==> src/rtl/csr_irq_ctrl.sv <==
// Machine-mode CSR file and interrupt controller: level/edge interrupt lines,
// fixed-priority trap entry, mret stacking, direct/vectored mtvec and a 64-bit mcycle.
module csr_irq_ctrl #(
    parameter int                   BUS_WIDTH     = 32,
    parameter int                   NUM_IRQ       = 4,
    parameter int                   IRQ_BASE_CODE = 16,
    parameter logic [NUM_IRQ-1:0]   IRQ_EDGE      = '0,
    parameter logic [BUS_WIDTH-1:0] MTVEC_RESET   = '0
) (
    input  logic                 clk,
    input  logic                 rst,
    input  logic                 csr_rd_en,
    input  logic                 csr_wr_en,
    input  logic [1:0]           csr_op,
    input  logic [11:0]          csr_addr,
    input  logic [BUS_WIDTH-1:0] csr_wdata,
    output logic [BUS_WIDTH-1:0] csr_rdata,
    input  logic [NUM_IRQ-1:0]   irq_src,
    input  logic                 stage_valid,
    input  logic [BUS_WIDTH-1:0] inst_pc,
    input  logic                 is_mret,
    output logic                 redirect,
    output logic [BUS_WIDTH-1:0] redirect_pc
);
    localparam logic [11:0] A_MSTATUS = 12'h300;
    localparam logic [11:0] A_MIE     = 12'h304;
    localparam logic [11:0] A_MTVEC   = 12'h305;
    localparam logic [11:0] A_MEPC    = 12'h341;
    localparam logic [11:0] A_MCAUSE  = 12'h342;
    localparam logic [11:0] A_MIP     = 12'h344;
    localparam logic [11:0] A_MCYCLE  = 12'hB00;
    localparam logic [11:0] A_MCYCLEH = 12'hB80;

    typedef enum logic {ST_IDLE, ST_FLUSH} state_t;
    state_t r_state, w_state_nxt;

    logic                 r_mie, r_mpie;
    logic [NUM_IRQ-1:0]   r_irq_en, r_mip, r_irq_prev;
    logic [BUS_WIDTH-3:0] r_mtvec_base;
    logic                 r_mtvec_vec;
    logic [BUS_WIDTH-1:0] r_mepc;
    logic                 r_mcause_int;
    logic [4:0]           r_mcause_code;
    logic [BUS_WIDTH-1:0] r_cyc_lo, r_cyc_hi;

    logic [NUM_IRQ-1:0]     w_pend;
    logic [4:0]             w_idx, w_cause;
    logic                   w_idle, w_trap, w_mret, w_wr;
    logic [BUS_WIDTH-1:0]   w_old, w_new, w_base;
    logic [2*BUS_WIDTH-1:0] w_cyc_inc;

    assign w_pend    = r_mip & r_irq_en;
    assign w_idle    = (r_state == ST_IDLE);
    assign w_mret    = w_idle && stage_valid && is_mret;
    assign w_trap    = w_idle && (|w_pend) && r_mie && stage_valid && !is_mret;
    assign w_cause   = 5'(IRQ_BASE_CODE) + w_idx;
    assign w_base    = {r_mtvec_base, 2'b00};
    assign w_wr      = csr_wr_en && (csr_op != 2'b00) && !w_trap;
    assign w_cyc_inc = {r_cyc_hi, r_cyc_lo} + (2*BUS_WIDTH)'(1);
    assign csr_rdata = csr_rd_en ? w_old : '0;

    // Lowest-numbered pending line has the highest priority.
    always_comb begin
        w_idx = '0;
        for (int i = NUM_IRQ - 1; i >= 0; i--) begin
            if (w_pend[i]) w_idx = 5'(i);
        end
    end

    always_comb begin
        w_old = '0;
        case (csr_addr)
            A_MSTATUS: begin
                w_old[3]     = r_mie;
                w_old[7]     = r_mpie;
                w_old[12:11] = 2'b11;
            end
            A_MIE:     for (int i = 0; i < NUM_IRQ; i++) w_old[IRQ_BASE_CODE+i] = r_irq_en[i];
            A_MIP:     for (int i = 0; i < NUM_IRQ; i++) w_old[IRQ_BASE_CODE+i] = r_mip[i];
            A_MTVEC:   w_old = {r_mtvec_base, 1'b0, r_mtvec_vec};
            A_MEPC:    w_old = r_mepc;
            A_MCAUSE:  w_old = {r_mcause_int, {(BUS_WIDTH-6){1'b0}}, r_mcause_code};
            A_MCYCLE:  w_old = r_cyc_lo;
            A_MCYCLEH: w_old = r_cyc_hi;
            default:   w_old = '0;
        endcase
    end

    always_comb begin
        case (csr_op)
            2'b01:   w_new = csr_wdata;
            2'b10:   w_new = w_old | csr_wdata;
            2'b11:   w_new = w_old & ~csr_wdata;
            default: w_new = w_old;
        endcase
    end

    always_comb begin
        w_state_nxt = r_state;
        redirect    = 1'b0;
        redirect_pc = w_base;
        case (r_state)
            ST_IDLE: begin
                if (w_mret) begin
                    redirect    = 1'b1;
                    redirect_pc = r_mepc;
                end else if (w_trap) begin
                    redirect    = 1'b1;
                    redirect_pc = r_mtvec_vec ? w_base + BUS_WIDTH'({w_cause, 2'b00}) : w_base;
                end
                if (redirect) w_state_nxt = ST_FLUSH;
            end
            ST_FLUSH: w_state_nxt = ST_IDLE;
            default:  w_state_nxt = ST_IDLE;
        endcase
    end

    always_ff @(posedge clk) begin
        if (rst) r_state <= ST_IDLE;
        else     r_state <= w_state_nxt;
    end

    always_ff @(posedge clk) begin
        if (rst) begin
            r_mie         <= 1'b0;
            r_mpie        <= 1'b0;
            r_irq_en      <= '0;
            r_mip         <= '0;
            r_irq_prev    <= '0;
            r_mtvec_base  <= MTVEC_RESET[BUS_WIDTH-1:2];
            r_mtvec_vec   <= (MTVEC_RESET[1:0] == 2'b01);
            r_mepc        <= '0;
            r_mcause_int  <= 1'b0;
            r_mcause_code <= '0;
            r_cyc_lo      <= '0;
            r_cyc_hi      <= '0;
        end else begin
            r_irq_prev <= irq_src;
            // Edge lines: a new rising edge beats the clear from the trap that consumes it.
            for (int i = 0; i < NUM_IRQ; i++) begin
                if (!IRQ_EDGE[i])                       r_mip[i] <= irq_src[i];
                else if (irq_src[i] && !r_irq_prev[i])  r_mip[i] <= 1'b1;
                else if (w_trap && (w_idx == 5'(i)))    r_mip[i] <= 1'b0;
            end

            if (w_trap) begin
                r_mpie        <= r_mie;
                r_mie         <= 1'b0;
                r_mepc        <= inst_pc;
                r_mcause_int  <= 1'b1;
                r_mcause_code <= w_cause;
            end else if (w_mret) begin
                r_mie  <= r_mpie;
                r_mpie <= 1'b1;
            end else if (w_wr && csr_addr == A_MSTATUS) begin
                r_mie  <= w_new[3];
                r_mpie <= w_new[7];
            end

            if (w_wr && csr_addr == A_MIE)
                for (int i = 0; i < NUM_IRQ; i++) r_irq_en[i] <= w_new[IRQ_BASE_CODE+i];
            if (w_wr && csr_addr == A_MTVEC) begin
                r_mtvec_base <= w_new[BUS_WIDTH-1:2];
                r_mtvec_vec  <= (w_new[1:0] == 2'b01);
            end
            if (w_wr && csr_addr == A_MEPC)
                r_mepc <= {w_new[BUS_WIDTH-1:2], 2'b00};
            if (w_wr && csr_addr == A_MCAUSE) begin
                r_mcause_int  <= w_new[BUS_WIDTH-1];
                r_mcause_code <= w_new[4:0];
            end

            if (w_wr && csr_addr == A_MCYCLE)       r_cyc_lo <= w_new;
            else if (w_wr && csr_addr == A_MCYCLEH) r_cyc_hi <= w_new;
            else                                    {r_cyc_hi, r_cyc_lo} <= w_cyc_inc;
        end
    end
endmodule

==> config.mk <==
export PLATFORM = sky130hd
export DESIGN_NAME = csr_irq_ctrl
export DESIGN_NICKNAME = d
export VERILOG_FILES = /design/src/rtl/csr_irq_ctrl.sv
export SDC_FILE = /design/constraint.sdc
export NUM_CORES = 1
export LEC_CHECK = 0
export CAP_MARGIN = 20
export CORE_ASPECT_RATIO = 0.9
export CORE_MARGIN = 4
export CORE_UTILIZATION = 41
export CTS_CLUSTER_DIAMETER = 50
export DETAILED_ROUTE_END_ITERATION = 16
export GPL_ROUTABILITY_DRIVEN = 0
export HOLD_SLACK_MARGIN = 0.02
export PLACE_DENSITY = 0.6
export SYNTH_ARGS = -nofsm -noshare
export SYNTH_HDL_FRONTEND = slang
export SYNTH_SLANG_ARGS = --single-unit
==> constraint.sdc <==
create_clock -name clk -period 4.8 [get_ports clk]
set_input_delay 0.96 -clock clk [delete_from_list [all_inputs] [get_ports clk]]
set_output_delay 0.96 -clock clk [all_outputs]
set_load 0.01 [all_outputs]
# == Word-level counts from Yosys, hierarchy flattened ==
# Index checks and enable logic that the tools add are counted.
# word_totals
register_bits,144
output_inout_bits,65
in_bits,88
elab_cells,98
# classes
n_reduce_logical,25
bitwise_logic,5
add_sub_neg,3
n_eq_ne,13
muxes,39
# op_table
op,n
$mux W32,10
$pmux W32 S3,1
$eq A12 B10 Y1 const B,6
$add A64 B1 Y64 const B,1
$pmux W12 S5,1
$add A32 B7 Y32,1
$and A32 B32 Y32,1
$not A32 Y32,1
$or A32 B32 Y32,1
$pmux W3 S5,2
$mux W5,5
$eq A12 B12 Y1 const B,2
$pmux W3 S4,2
$pmux W4 S6,1
$logic_and A1 B1 Y1,15
$mux W1,12
$pmux W2 S5,1
$reduce_bool A2 Y1,4
$pmux W1 S6,1
$add A5 B5 Y5 const A,1
$pmux W1 S5,1
$and A4 B4 Y4,1
$eq A2 B1 Y1 const B,2
$eq A2 B2 Y1 const B,2
other kinds (8),10

# == Longest topological paths before layout ==
# Gate-level depths: netlist of run 1.
# logic_depth
word_depth,12
ltp_mapped,13

# == Worst setup path after synthesis of run 1 ==
# Ideal clock, no wire load.
# synth_path
kind,input to output
start,input csr_addr[11]
end,output csr_rdata[11]
n_path_buf,3
required_ns,3.840
arrival_time_ns,2.818
path_slack_ns,1.022
cell_stages,7
cell_sequence,clkbuf_1 or3b_2 nor4_1 buf_2 buf_2 nand2_1 a31oi_1
# synth_via
elab_chain_len,3
# synth_rtl
element,line,rtl
"start, declared",15,"input logic [11:0] csr_addr,"
$eq A12 B12 Y1 or $eq A12 B10 Y1 (tied branches),72,case (csr_addr)
$pmux W2 S5 *,72,
$mux W32 *,60,assign csr_rdata = csr_rd_en ? w_old : '0;
"end, declared",17,"output logic [BUS_WIDTH-1:0] csr_rdata,"
# Every way passes the cells marked *; elsewhere a longest branch is shown, timed or not.

# == Worst setup path after layout of run 1 ==
# layout_path
start,input csr_addr[0]
end,output csr_rdata[18]
# layout_via
elab_chain_len,3
# layout_rtl
element,line
$eq A12 B12 Y1 or $eq A12 B10 Y1 (tied branches),72
$pmux W4 S6 *,72
$mux W32 *,60
# Marked as above.

==> results of run 1 <==
==> worst paths after layout <==
| kind | endpoint | slack [ns] |
|---|---|---|
| worst max-delay path | csr_rdata[18] | 0.10 |
| worst min-delay path | r_mcause_code[2] | 0.50 |
| worst max register to register | r_cyc_hi[31] | 1.43 |
| worst min register to register | r_mcause_code[2] | 0.50 |
==> cell type report <==
class,instances,area (sq um),area share (%)
clock buffers,19,443,3.34
repair buffers,234,2200,16.6
clock inverters,13,104,0.783
flip-flops and latches,144,2890,21.8
well taps,342,428,3.23
inverters,15,56.3,0.424
multi-input cells,1166,7150,53.9
==> stage by stage <==
step                setup WS [ns]  cell area [sq um]  std cells
floorplan                    1.02              10500       1451
global placement            0.151              12600       1894
detailed placement         0.0641              12600       1895
CTS                        0.0431              13200       1927
global route              -0.0272              13300       1933
finish                      0.100              13300       1933
==> kinds of logic after synthesis <==
logic type                 after synthesis  share of synthesized area (%)
and+or+nand+nor                        618                           29.6
AOI/OAI and AO/OA                      457                           29.3
DFF                                    144                           27.4
buffers and inverters                  141                           5.20
xor gates and xnor gates                44                           3.66
muxes                                   43                           4.27
adders and majority gates                4                          0.547
==> synthesized netlist by cell type, types with 6 or more instances <==
master,instances
a211oi_1,42
a21o_1,15
a21oi_1,109
a221oi_1,9
a222oi_1,8
a22o_1,8
a22oi_1,57
a311oi_1,15
a31oi_1,29
a32oi_1,9
and2_1,23
and3_1,29
and4_1,10
buf_1,7
buf_2,14
clkbuf_1,105
dfxtp_1,144
inv_1,15
mux2_2,15
mux2i_1,28
nand2_1,170
nand2b_1,7
nand3_1,59
nand4_1,30
nor2_1,142
nor2b_1,8
nor3_1,50
nor4_1,33
o211ai_1,13
o21a_1,7
o21ai_0,61
o22ai_1,21
o31ai_1,8
or2_2,6
or4_1,9
xnor2_1,39
==> power breakdown <==
group / switching [uW] / total, uW / internal [uW] / leakage [uW]
clock network: 621 / 1310 / 685 / 0.000254
logic: 225 / 396 / 170 / 0.00300
registers: 12.8 / 1210 / 1200 / 0.00116
total: 860 / 2920 / 2060 / 0.00441
==> repair_timing <==
item                       in CTS  in global routing
pin swaps                       0                  1
setup endpoints to repair       3                 16
cloned                          0                  1
resized for setup               1                 16
setup buffers                   0                  5
==> critical path: cells and delay by family <==
family	cells	cell delay, ns
buffers and inverters	3	1.40
and+or+nand+nor	3	1.07
AOI/OAI and AO/OA	1	0.28
==> flip-flops by register name, summed over array words and instances (netlist names) <==
register,flops
r_cyc_hi,32
r_cyc_lo,32
r_irq_en,4
r_mcause_code,5
r_mcause_int,1
r_mepc,32
r_mie,1
r_mip,4
r_mpie,1
r_mtvec_base,30
r_mtvec_vec,1
r_state,1
==> per-layer routing <==
metal	global-route usage (%)	routed length (um)	vias up	share of wire, %
met5	0	0	-	0
met4	13.7	2310	0	4.7
met3	5.49	5220	129	11
met2	47.3	20200	891	42
met1	48.7	20900	6068	43
li1	-	-	5731	-
==> reports/qor_table.md, run 1 <==
| Parameter | This run |
| --- | --- |
| Top library cells by usage in the layout, fill and taps aside | nand2_1 (170), clkdlybuf4s50_1 (142), dfxtp_1 (142) |
| Number of global-route vias before repair | 11600 |
| Fraction of final layout cells sized beyond drive strength 1 | 10.7% |
| Vias after detailed routing | 12800 |
| Synth area leaders | dfxtp_1 (27%), nand2_1 (6.1%), a21oi_1 (5.2%) |
| Number of CTS-inserted buffers | 17 |
| Crit path kind | input port to output port |
| Library cell appearing most often on the critical path | clkdlybuf4s50_1 |
| CP cell instances | clkdlybuf4s50_1, or3b_2, nor4_2, buf_12, nand2_1, a21oi_1, clkdlybuf4s50_1 |
| Arrival time at the worst endpoint | 3.74 ns |
| Leakage power | 0.00441 uW |
| Net count after synthesis | 1543 |
| Number of nets still failing antenna checks after routing | 0 |
| Critical Path Fanout Max | 19 |
| Most frequently used flop master after synthesis | dfxtp_1 |
| Sort of element at the end of the critical path | output port |
| Count of cell types in the netlist | 81 |
| Netlist area before placement | 0.0105 sq mm |
| Cell chosen for the clock root | clkbuf_16 |
| Number of cells on the worst hold path | 2 |
| Wire length of the first global-routing pass | 72.3 mm |
| Antenna Cells | 0 |
| Area Growth Syn to Fin | 26.1% |
| Detailed-route wire length per cell | 25.2 um |
| Critical Path RT | 3.84 ns |
| Largest stage delay on the critical path | 0.60 ns |
| Upper clock frequency limit | 213 MHz |
| Cell count of the worst reg-to-reg path | 7 |
| Final hold slack | 0.496 ns |
| Most common library cell in the layout ignoring fill and taps | nand2_1 |
| Largest area contributor in the synthesized netlist | dfxtp_1 |
| Fin. max-slew vios | 0 |
| Share of the synthesized area in the top cell type | 27.4% |
| Number of port buffers | 152 |
| Violation count after the first detailed-routing iteration | 1995 |
| Startpoint of the most critical hold path | r_mcause_code[2] |
| Peak supply drop | 0.251 mV |
| X dimension of the die | 177 um |
| Count of nets after finishing | 1670 |
| Setup crit start kind | input port |
| Number of H-tree branching levels | 4 |
| Async set-or-reset flop fraction in the synthesized netlist | 0% |
| Post-route total power | 2920 uW |
| Clock sink count | 144 |
| Clock tree from TritonCTS | built |
| Final core occ | 52.7% |
| Routed Wire Length | 48.7 mm |
| Count of mapped cells out of synthesis | 1451 |
| Reg clk slew, reported paths | 0.06 ns |
| Detailed placement HPWL | 35.7 mm |
| Syn_area_per_cell | 7.25 sq um |
| Area of the die | 0.0283 sq mm |
| Portion of the post-synthesis area used by sequential elements | 27.4% |
| Total overflow reported by the global router | 0 |
| Pwr/cell area | 220 mW/mm^2 |
| Fill cell instance count of the final layout | 2497 |
| Starting utilization of the core area | 41.8% |
| Total I/O pin count | 153 |
| Number of vias per cell after detailed routing | 6.63 |
| Max-cap violations | 0 |
| Number of failing hold endpoints at the final stage | 0 |
| Hold buffer count at CTS | 0 |
| Final setup violation count | 0 |
| Least-Margin Pin Slew | 1.07 ns |
| Clk_lat worst skew | 0.44 ns |
| Status | finished clean |
| Largest net degree at the start of global routing | 59 |
| Worst Clk Skew | 0.0137 ns |
| Cell with the largest stage delay on the worst path | clkdlybuf4s50_1 |
| Post-detailed-route DRC marker count | 0 |
| Period Utilization, post-route | 97.9% |
| Origin of the worst setup path | csr_addr[0] |
| Final total negative setup slack | 0 ns |
| Synthesized flop and latch total | 144 |
| Height of the die | 160 um |
| Number of warnings issued by yosys | 0 |
| Number of enable flip-flop cells after synthesis | 0 |
| Fin crit period | 4.70 ns |
| Initial DRT Pass Iterations | 6 |
| Overall track demand over capacity in global routing | 33.0% |
| Initial antenna violation count | 0 |
| Clock Tree Buf Depth | 2 |
| Number of rows in the core area | 55 |
| Startpoint of the worst register-to-register path | r_cyc_lo[17] |
| Area of the core | 0.0252 sq mm |
| Path class of the lowest-slack min-delay path | register to register |
| Max transition margin | 28.0% |
Power figures use the tool's default switching activity.
==> run 2: changes to the inputs <==
--- a/config.mk
+++ b/config.mk
@@ -8,12 +8,14 @@
 export CAP_MARGIN = 20
 export CORE_ASPECT_RATIO = 0.9
 export CORE_MARGIN = 4
-export CORE_UTILIZATION = 41
+export CORE_UTILIZATION = 45
 export CTS_CLUSTER_DIAMETER = 50
+export CTS_CLUSTER_SIZE = 12
 export DETAILED_ROUTE_END_ITERATION = 16
 export GPL_ROUTABILITY_DRIVEN = 0
 export HOLD_SLACK_MARGIN = 0.02
-export PLACE_DENSITY = 0.6
+export PLACE_DENSITY = 0.65
+export SKIP_LAST_GASP = 1
 export SYNTH_ARGS = -nofsm -noshare
 export SYNTH_HDL_FRONTEND = slang
 export SYNTH_SLANG_ARGS = --single-unit
==> reports/qor_table.md, run 2 (synthesis gave the netlist of run 1 again) <==
| Parameter | This run | vs previous |
| --- | --- | --- |
| Top library cells by usage in the layout, fill and taps aside | nand2_1 (170), clkdlybuf4s50_1 (148), dfxtp_1 (143) | was nand2_1 (170), clkdlybuf4s50_1 (142), dfxtp_1 (142) |
| Clk_lat worst skew | 0.44 ns | about the same |
| Number of cells on the worst hold path | 2 | unchanged |
| Worst setup slack before clock tree synthesis | 0.0340 ns | was 0.0641 ns |
| Reg clk slew, reported paths | 0.06 ns | about the same |
| Worst hold endpoint | r_mcause_code[3] | was r_mcause_code[2] |
| Initial antenna violation count | 0 | unchanged |
| Number of rows in the core area | 52 | was 55 |
| Number of failing hold endpoints at the final stage | 0 | unchanged |
| Wire length of the first global-routing pass | 69.0 mm | was 72.3 mm |
| Detailed placement HPWL | 33.9 mm | was 35.7 mm |
| Routed Wire Length | 45.9 mm | was 48.7 mm |
| Upper clock frequency limit | 212 MHz | was 213 MHz |
| Worst-case register-to-register setup slack | 1.63 ns | was 1.43 ns |
| Fraction of final layout cells sized beyond drive strength 1 | 9.87% | was 10.7% |
| Clock sink count | 144 | unchanged |
| Peak supply drop | 0.206 mV | was 0.251 mV |
| Path class of the lowest-slack min-delay path | register to register | unchanged |
| Overall track demand over capacity in global routing | 33.7% | was 33.0% |
| Startpoint of the worst register-to-register path | r_cyc_lo[17] | unchanged |
| Cell chosen for the clock root | clkbuf_16 | unchanged |
| Critical Path Fanout Max | 7 | was 19 |
| Crit path kind | input port to output port | unchanged |
| Number of global-route vias before repair | 11700 | was 11600 |
| Clock tree from TritonCTS | built | unchanged |
| Initial DRT Pass Iterations | 7 | was 6 |
| Vias after detailed routing | 12800 | about the same |
| Number of nets still failing antenna checks after routing | 0 | unchanged |
| Total I/O pin count | 153 | unchanged |
| Clock Tree Buf Depth | 2 | unchanged |
| Area of the die | 0.0259 sq mm | was 0.0283 sq mm |
| Most common library cell in the layout ignoring fill and taps | nand2_1 | unchanged |
| Max-cap violations | 0 | unchanged |
| Number of CTS-inserted buffers | 17 | unchanged |
| Detailed-route wire length per cell | 24.4 um | was 25.2 um |
| Largest net degree at the start of global routing | 58 | was 59 |
| Sort of element at the end of the critical path | output port | unchanged |
| Number of vias per cell after detailed routing | 6.83 | was 6.63 |
| Arrival time at the worst endpoint | 3.76 ns | was 3.74 ns |
| Leakage power | 0.00428 uW | was 0.00441 uW |
| Area of the core | 0.0228 sq mm | was 0.0252 sq mm |
| Cell count of the worst reg-to-reg path | 7 | unchanged |
| Registers with the highest flip-flop counts | r_cyc_hi (32), r_cyc_lo (32), r_mepc (32) | unchanged |
| Max transition margin | 25.2% | was 28.0% |
| Number of cells in the finished layout apart from fillers | 1877 | was 1933 |
| Period Utilization, post-route | 98.4% | was 97.9% |
| Number of H-tree branching levels | 4 | unchanged |
| Antenna Cells | 0 | unchanged |
| Status | finished clean | unchanged |
| Violation count after the first detailed-routing iteration | 2079 | was 1995 |
| Final worst slack | 0.0750 ns | was 0.100 ns |
| Count of nets after finishing | 1659 | was 1670 |
| Height of the die | 153 um | was 160 um |
| Final setup violation count | 0 | unchanged |
| Area Growth Syn to Fin | 24.6% | was 26.1% |
| Post-route total power | 2980 uW | was 2920 uW |
| Setup crit start kind | input port | unchanged |
| Startpoint of the most critical hold path | r_mcause_code[3] | was r_mcause_code[2] |
| Least-Margin Pin Slew | 1.12 ns | was 1.07 ns |
| Pwr/cell area | 227 mW/mm^2 | was 220 mW/mm^2 |
| X dimension of the die | 169 um | was 177 um |
| Critical Path RT | 3.84 ns | about the same |
| Post-detailed-route DRC marker count | 0 | unchanged |
| Fill cell instance count of the final layout | 2168 | was 2497 |
| Total placed cells including tap cells | 1843 | was 1895 |
| Starting utilization of the core area | 46.2% | was 41.8% |
| Worst Clk Skew | 0.0132 ns | was 0.0137 ns |
| Number of port buffers | 152 | unchanged |
| Fin. max-slew vios | 0 | unchanged |
| Unrepaired setup endpoints after global routing | true |  |
| Fin crit period | 4.72 ns | was 4.70 ns |
| Final total negative setup slack | 0 ns | unchanged |
| Endpoint of the most critical register-to-register path | r_cyc_hi[31] | unchanged |
| Total overflow reported by the global router | 0 | unchanged |
[run 2: changes by cell type in the layout (fill, tap and decap cells not counted), moves of 2 or more]
cell / previous run / this run
clkinvlp_4: 5 / 2
buf_4: 78 / 70
dlymetal6s2s_1: 7 / 1
bufinv_16: 0 / 2
clkdlybuf4s50_1: 142 / 148
nor3_2: 4 / 2
nor3_1: 46 / 48
[run 2: worst max path at each step]
stage / startpoint / end / slack (ns)
final: stage_valid / redirect_pc[25] / 0.08
after global routing: r_irq_en[2] / redirect_pc[30] / -0.09
after CTS: r_irq_en[2] / redirect_pc[26] / 0.03
after detailed placement: stage_valid / redirect_pc[25] / 0.03
after global placement: stage_valid / redirect_pc[25] / 0.17
after floorplan: csr_addr[11] / csr_rdata[11] / 1.02
[run 2: cell type report]
cell class | count | area [sq um] | share of cell area (%)
clock buffer | 19 | 433 | 3.30
timing repair buffer | 223 | 2070 | 15.8
multi-input combinational | 1166 | 7140 | 54.5
tap | 297 | 372 | 2.84
clock inverter | 13 | 150 | 1.15
inverter | 15 | 56.3 | 0.430
sequential | 144 | 2880 | 22.0
[run 2: routing by layer]
metal / part of all wire (%) / global-route usage, % / up-vias
li1: - / - / 5732
met1: 40 / 46.6 / 6047
met2: 42 / 49.5 / 897
met3: 12 / 8.29 / 145
met4: 5.1 / 15.6 / 0
met5: 0 / 0 / -
[run 2: critical path, cell delays in order]
cell and delay [ns]:
clkdlybuf4s50_1 0.48, nor4bb_1 0.31, buf_4 0.18, o2111ai_1 0.22, nor3_1 0.30, and2_2 0.32, a211oi_1 0.12, a311oi_1 0.28
clkdlybuf4s50_1 0.59
[run 2: power by group]
group / leakage (uW) / internal [uW] / switching [uW] / total [uW]
Sequential: 0.00116 / 1200 / 12.5 / 1210
Clock: 0.000280 / 777 / 600 / 1380
Combinational: 0.00284 / 168 / 219 / 387
Total: 0.00428 / 2150 / 831 / 2980
[run 2: timing repair]
item	CTS	global route
hold buffers	0	0
setup endpoints to repair	0	15
endpoints found under the hold margin	0	0
gates resized for setup	0	6
buffers inserted	0	2
[run 2: per-stage QoR]
| step | hold slack (ns) | cell area (sq um) | utilization [%] |
|---|---|---|---|
| final | 0.479 | 13100 | 57.5 |
| after global routing | 0.494 | 13100 | 57.5 |
| after CTS | 0.478 | 13100 | 57.4 |
| after detailed placement | 0.470 | 12500 | 54.8 |
| after global placement | 0.459 | 12500 | 54.8 |
| after floorplan | 0.444 | 10500 | - |
